[src/rtl/calc_ctrl.sv]
// Key-entry front end for the 4-bit combinational calculator: collects A, opcode
// and B over a valid/ready handshake, captures the result and hands it off downstream.
module calc_ctrl #(
    parameter int unsigned TIMEOUT = 1000,
    parameter int unsigned TW      = 16
) (
    input  logic          clk,
    input  logic          rst_n,
    input  logic          clr,
    input  logic          key_valid,
    output logic          key_ready,
    input  logic [3:0]    key_data,
    output logic [3:0]    calc_a,
    output logic [3:0]    calc_b,
    output logic [2:0]    calc_s,
    input  logic [4:0]    calc_y,
    output logic          res_valid,
    input  logic          res_ready,
    output logic [4:0]    res_data,
    output logic          res_err,
    output logic          timeout,
    output logic [7:0]    ops_done
);

    typedef enum logic [2:0] {
        IDLE    = 3'd0,
        WAIT_OP = 3'd1,
        WAIT_B  = 3'd2,
        EXEC    = 3'd3,
        RESULT  = 3'd4
    } state_t;

    localparam logic [TW-1:0] TIMER_LAST = (TIMEOUT == 0) ? '0 : TW'(TIMEOUT - 1);

    state_t        state_reg;
    state_t        state_next;
    logic [TW-1:0] timer_reg;
    logic [TW-1:0] timer_next;

    logic [3:0]    calc_a_reg;
    logic [3:0]    calc_b_reg;
    logic [2:0]    calc_s_reg;
    logic [4:0]    res_data_reg;
    logic          res_err_reg;
    logic          res_valid_reg;
    logic          timeout_reg;
    logic [7:0]    ops_done_reg;

    logic          transfer;
    logic          in_wait;
    logic          timeout_hit;
    logic          res_take;

    assign transfer    = key_valid && key_ready;
    assign in_wait     = (state_reg == WAIT_OP) || (state_reg == WAIT_B);
    assign timeout_hit = (TIMEOUT != 0) && in_wait && !transfer && (timer_reg == TIMER_LAST);
    // The hand-off completes only once the result is actually being presented.
    assign res_take    = (state_reg == RESULT) && res_valid_reg && res_ready;

    // State register
    always_ff @(posedge clk or negedge rst_n) begin
        if (!rst_n) begin
            state_reg <= IDLE;
        end else begin
            state_reg <= state_next;
        end
    end

    // Next-state and timer logic
    always_comb begin
        state_next = state_reg;
        timer_next = '0;
        if (clr) begin
            state_next = IDLE;
        end else begin
            case (state_reg)
                IDLE: begin
                    if (transfer) state_next = WAIT_OP;
                end
                WAIT_OP: begin
                    if (transfer)         state_next = WAIT_B;
                    else if (timeout_hit) state_next = IDLE;
                end
                WAIT_B: begin
                    if (transfer)         state_next = EXEC;
                    else if (timeout_hit) state_next = IDLE;
                end
                EXEC: begin
                    state_next = RESULT;
                end
                RESULT: begin
                    if (res_take) state_next = IDLE;
                end
                default: begin
                    state_next = IDLE;
                end
            endcase
            if (in_wait && !transfer && !timeout_hit) begin
                timer_next = timer_reg + 1'b1;
            end
        end
    end

    // Output decode: key_ready depends on state only
    always_comb begin
        key_ready = (state_reg == IDLE) || (state_reg == WAIT_OP) || (state_reg == WAIT_B);
    end

    // Datapath registers; clr leaves operands and the last result untouched
    always_ff @(posedge clk or negedge rst_n) begin
        if (!rst_n) begin
            timer_reg     <= '0;
            calc_a_reg    <= '0;
            calc_b_reg    <= '0;
            calc_s_reg    <= '0;
            res_data_reg  <= '0;
            res_err_reg   <= 1'b0;
            res_valid_reg <= 1'b0;
            timeout_reg   <= 1'b0;
            ops_done_reg  <= '0;
        end else begin
            timer_reg     <= timer_next;
            // Valid trails RESULT entry by one cycle and drops on the hand-off edge.
            res_valid_reg <= !clr && (state_reg == RESULT) && !res_take;
            timeout_reg   <= !clr && timeout_hit;
            if (!clr) begin
                if (transfer && (state_reg == IDLE))    calc_a_reg <= key_data;
                if (transfer && (state_reg == WAIT_OP)) calc_s_reg <= key_data[2:0];
                if (transfer && (state_reg == WAIT_B))  calc_b_reg <= key_data;
                if (state_reg == EXEC) begin
                    res_data_reg <= calc_y;
                    res_err_reg  <= (calc_s_reg > 3'd5);
                end
                if (res_take) ops_done_reg <= ops_done_reg + 8'd1;
            end
        end
    end

    assign calc_a    = calc_a_reg;
    assign calc_b    = calc_b_reg;
    assign calc_s    = calc_s_reg;
    assign res_data  = res_data_reg;
    assign res_err   = res_err_reg;
    assign res_valid = res_valid_reg;
    assign timeout   = timeout_reg;
    assign ops_done  = ops_done_reg;

endmodule

[config.mk]
export PLATFORM = sky130hd
export DESIGN_NAME = calc_ctrl
export DESIGN_NICKNAME = d
export VERILOG_FILES = /design/src/rtl/calc_ctrl.sv
export SDC_FILE = /design/constraint.sdc
export NUM_CORES = 1
export LEC_CHECK = 0
export ABC_CLOCK_PERIOD_IN_PS = 2300
export BUFFER_PORTS_ARGS = -buffer_cell sky130_fd_sc_hd__buf_2
export CORE_MARGIN = 2
export CORE_UTILIZATION = 40
export DETAILED_ROUTE_END_ITERATION = 16
export PLACE_DENSITY = 0.63
export SLEW_MARGIN = 20
export SYNTH_ARGS = -nofsm -noshare
export SYNTH_HDL_FRONTEND = slang
export SYNTH_SLANG_ARGS = --single-unit
[constraint.sdc]
create_clock -name clk -period 2.3 [get_ports clk]
set_input_delay 0.23 -clock clk [delete_from_list [all_inputs] [get_ports clk]]
set_output_delay 0.23 -clock clk [all_outputs]
set_load 0.05 [all_outputs]
---- Yosys cells after proc, flatten, opt, wreduce, memory -nomap -nowiden ----
Index checks and enable logic that the tools add are counted.
storage, ports and cells
  flip-flop bits (word level) ............. 46
  memories kept ........................... 0
  RAM bits ................................ 0
  bits in read-only memories .............. 0
  output and inout bits ................... 28
  bits in latches ......................... 0
operators by class
  shift-type cells ........................ 0
  reductions and logical operators ........ 26
  eq/ne operators ......................... 7
  multiplexer cells ....................... 9
  bitwise operators ....................... 1
  $mul .................................... 0
  order comparisons ....................... 1
  divide/modulo/power cells ............... 0
  add/sub/neg operators ................... 2
operators by type and width
  cell                     number
  $mux W16                 2
  $mux W3                  6
  $add A16 B1 Y16 const B  1
  $eq A16 B10 Y1 const B   1
  $pmux W3 S5              1
  $logic_and A1 B1 Y1      12
  $reduce_and A2 Y1        6
  $add A8 B1 Y8 const B    1
  $eq A3 B2 Y1 const B     2
  $ne A3 B3 Y1 const B     2
  $logic_not A1 Y1         4
  $eq A3 B1 Y1 const B     1
  $eq A3 B3 Y1 const B     1
  $gt A3 B3 Y1 const B     1
  $logic_not A3 Y1         1
  $logic_or A1 B1 Y1       3
  $not A1 Y1               1

---- Longest topological paths before layout ----
  depth in word-level cells ............... 11
  mapped depth ............................ 8

---- Least setup slack after synthesis ----
OpenSTA, ideal clock, no wires.
  path type ............................... register -> register
  start point ............................. register state_reg[1]
  end point ............................... register ops_done_reg[1] (netlist: ops_done[1])
  data required time ...................... 2175 ps
  setup slack ............................. 637 ps
  library setup time ...................... 125 ps
  period minus slack after synthesis ...... 1663 ps
  cell stages (with the launch flop) ...... 5
  data arrival time ....................... 1539 ps
  cell sequence ........................... dfrtp_1 -> buf_4 -> or4b_4 -> nor2_2 -> mux2_2
between the ends
  longest elaborated chain between the ends .. 4
ends and longest elaborated chain
  what                              RTL line  source
  from (decl)                       35        state_t state_reg;
  from (signal assigned)            65        state_reg <= state_next;
  $eq A3 B3 Y1                      58        assign res_take = (state_reg == RESULT) && res_valid_reg && res_ready;
  $logic_and A1 B1 Y1 (2 in a row)  58
  $reduce_and A2 Y1 (no line)       -
  to (signal assigned)              134       if (res_take) ops_done_reg <= ops_done_reg + 8'd1;
  to (decl)                         47        logic [7:0] ops_done_reg;
Every way passes these cells.
A chain may end at the register's enable or synchronous reset.

---- Worst setup path in the final report ----
  start point ............................. register timer_reg[0]
  end point ............................... register timer_reg[6]
between the ends
  longest elaborated chain between the ends .. 6
  elaborated cells between the ends (all ways) .. 7
  classes of those cells .................. add/sub (1); eq/ne (1); mux (2); reduce/logical (3)
ends and longest elaborated chain
  what                                                     RTL line  source
  from (decl)                                              37        logic [TW-1:0] timer_reg;
  from (signal assigned)                                   122       timer_reg <= timer_next;
  branches (longest 4 deep; another with $add A16 B1 Y16)  -
  $mux W16 *                                               98        if (in_wait && !transfer && !timeout_hit) begin
  $mux W16 *                                               73        if (clr) begin
  named net timer_next[6]                                  38        logic [TW-1:0] timer_next;
Mark *: on every way through the listed nets, which the timed path passes.

==> results.tsv <==
stage	metric	value	unit
grt	vias in the first global route	1434	
sta	Final Worst Setup Slack	398	ps
grt	initial antenna violation count	0	
sta	relative slew slack	67.6	%
sta	minimum clock period	1900	ps
clock_network	Worst-Skew Late Latency	290	ps
sta	endpoints failing setup	0	
power	Max IR drop VDD	0.000502	V
route	DRT Pass-1 Iters	2	
setup_path	WP data arrival	2080	ps
route	Via-to-Cell Ratio	4.83	
placed_design	post-place instance area	2310	um^2
yosys	Synth Flop Type	dfrtp_1	
finish	n_diodes	0	
finish	share of cells above drive strength 1	32.3	%
power	Cell Pwr Density	835	nW/um^2
status	status	finished, final reports clean	
yosys	Syn Area/Cell	11.8	um^2
clock_network	root buffer cell	clkbuf_8	
grt	Total GRT Usage	15.4	%
yosys	synth unique cells	34	
placed_design	port bufs	41	
route	Vias	1402	
route	ANT nets after route	0	
route	# DRC	0	
sta	Slew Viols, Final	0	
finish	final cell count without fillers	290	
finish	# nets final	236	
yosys	syn_nets	190	
floorplan	die area	5710	um^2
finish	register area	1150	um^2
floorplan	Initial Util	40.9	%
sta	final cycle utilization of the critical path	82.7	%
route	per-cell routed wire length	13.0	um
placed_design	Setup Slack @ Placement	423	ps
yosys	Cells after Synth	174	
yosys	Yosys reg bits	46	
setup_path	Top delay family on crit path	simple AND/OR/NAND/NOR gates	
finish	Finished Cell Area	2400	um^2
setup_path	crit end category	register	
flow_run	Max Cap Viol	0	
floorplan	row cnt	26	
yosys	synth warn	0	
setup_path	CP peak stage delay	420	ps
yosys	area leader, netlist	dfrtp_1	
yosys	Post-Syn Area	2050	um^2
clock_network	CTS sink cnt	46	
power	Power Total	2.01	mW
clock_network	CTS max path bufs	2	
setup_path	CP Cell Sequence	ha_1, nor4bb_1, nand4_1, nand2b_1, buf_4, nor2_1	
floorplan	num ports	42	
sta	Max Clk Rate	526	MHz
yosys	Async SR Flop Fraction	100	%
finish	fill count	499	
clock_network	CTS tree	built	
power	Leak	1.11	nW
finish	Final Core Density	48.0	%
route	Total Routed Length	3.76	mm
grt	global-route wire length before repair	6.63	mm
finish	max FFs per register	16	
grt	grt ovf	0	
clock_network	H-tree depth	2	
sta	final hold viol count	0	
clock_network	clock-pin slew on the worst setup and hold paths	80	ps
yosys	sequential area share after synthesis	56.2	%
sta	RSZ-0062 raised after global routing	false	
setup_path	critical setup path kind	reg -> reg	
route	DRT iter0 DRCs	49	
yosys	ranking of synthesized cells by area	dfrtp_1 56%, mux2_2 9.3%, xnor2_1 5.1%, xor2_1 3.4%, nand4_1 3.4%	
min_path	min-delay worst type	in -> reg	
sta	final worst clock skew	5.67	ps
sta	WHS	144	ps
placed_design	dpl cells	282	
yosys	post-synth top area share	56.2	%
placed_design	GP Congestion	0.779	
floorplan	CORE AREA	5010	um^2
floorplan	die width	75.6	um
clock_network	post-CTS setup-driven buffer insertion count	0	
finish	synthesis-to-layout area growth	17.3	%
clock_network	CTS Buf Count	5	
finish	multi-input logic area	843	um^2
sta	final setup TNS	0	ps
yosys	EDFF count, synth	0	
setup_path	worst path bufs/invs	1	
setup_path	nature of the critical path startpoint	register	
floorplan	Die Height	75.6	um
placed_design	DPL Wire Length	2.83	mm
yosys	most numerous cell in the Yosys netlist	dfrtp_1	
setup_path	crit-path max FO	10	
setup_path	CP max stage cell	dfrtp_1	
setup_path	Crit path required time	2480	ps
grt	largest net degree at the start of global routing	23	
sta	Slew @ Worst Pin	485	ps
yosys	Synth top cells by count	46 x dfrtp_1, 18 x nor2_1, 17 x mux2_2, 12 x xnor2_1, 11 x nand4_1	
[cell families (layout without fill, tap and decap cells)]
logic type | count (synthesis) | in the layout | synth area share, %
mux | 17 | 17 | 9.35
buf+inv | 7 | 53 | 2.63
fa+ha+maj | 2 | 2 | 1.22
compound gates | 9 | 9 | 2.38
xor+xnor | 20 | 20 | 8.55
flops | 46 | 46 | 56.2
simple gates | 73 | 73 | 19.7
[metal layers]
metal	share of wire, %	GRT usage, %	wire [um]	vias up
li1	-	-	-	702
met1	47	19.5	1750	668
met2	48	25.2	1790	27
met3	4.8	5.16	182	5
met4	0.90	4.68	34	0
met5	0	0	0	-
[path summary, 6_finish.rpt]
kind | from | to | slack [ps] | depth (start not counted)
max | timer_reg[0]$_DFF_PN0_ | timer_reg[6]$_DFF_PN0_ | 400 | 6
min | res_ready | res_valid$_DFF_PN0_ | 140 | 2
max reg2reg | timer_reg[0]$_DFF_PN0_ | timer_reg[6]$_DFF_PN0_ | 400 | 6
min reg2reg | ops_done[7]$_DFFE_PN0P_ | ops_done[7]$_DFFE_PN0P_ | 470 | 1
max in group asynchronous | rst_n | timeout$_DFF_PN0_ | 1280 | 3
min in group asynchronous | rst_n | ops_done[7]$_DFFE_PN0P_ | 440 | 2
[final cells by class]
class,count,area share (%)
well taps,70,3.65
flip-flops and latches,46,47.9
clock buffers,5,2.86
clock inverters,2,0.417
multi-input cells,121,35.1
repair buffers,45,9.90
inverters,1,0.156
[cells in the final DEF (no fill, tap or decap), types with 2 or more instances in the layout]
| cell | netlist | routed |
|---|---|---|
| nand4_1 | 11 | 11 |
| nor2_1 | 18 | 18 |
| nor4b_1 | 2 | 2 |
| nand3_1 | 9 | 9 |
| nand2_1 | 10 | 10 |
| clkbuf_8 | 0 | 5 |
| nor2b_1 | 2 | 2 |
| and3_1 | 3 | 3 |
| buf_2 | 1 | 41 |
| mux2_2 | 17 | 17 |
| clkinv_2 | 0 | 2 |
| nand2b_1 | 2 | 2 |
| nor4_1 | 2 | 2 |
| xor2_1 | 8 | 8 |
| nor3_1 | 3 | 3 |
| xnor2_1 | 12 | 12 |
| buf_4 | 1 | 3 |
| dfrtp_1 | 46 | 46 |
| o21ai_0 | 2 | 2 |
| ha_1 | 2 | 2 |
| a21oi_1 | 6 | 6 |
[report_power, final]
part	internal [mW]	switching, mW	leakage (nW)
registers	0.905	0.0545	0.616
logic	0.155	0.435	0.447
clock network	0.204	0.252	0.0438
total	1.26	0.742	1.11
[what timing repair did]
item	in CTS	in global routing
hold buffers	1	0
endpoints found under the hold margin	20	0
gates resized for setup	0	0
No activity file was read; power rests on OpenSTA's default activity.
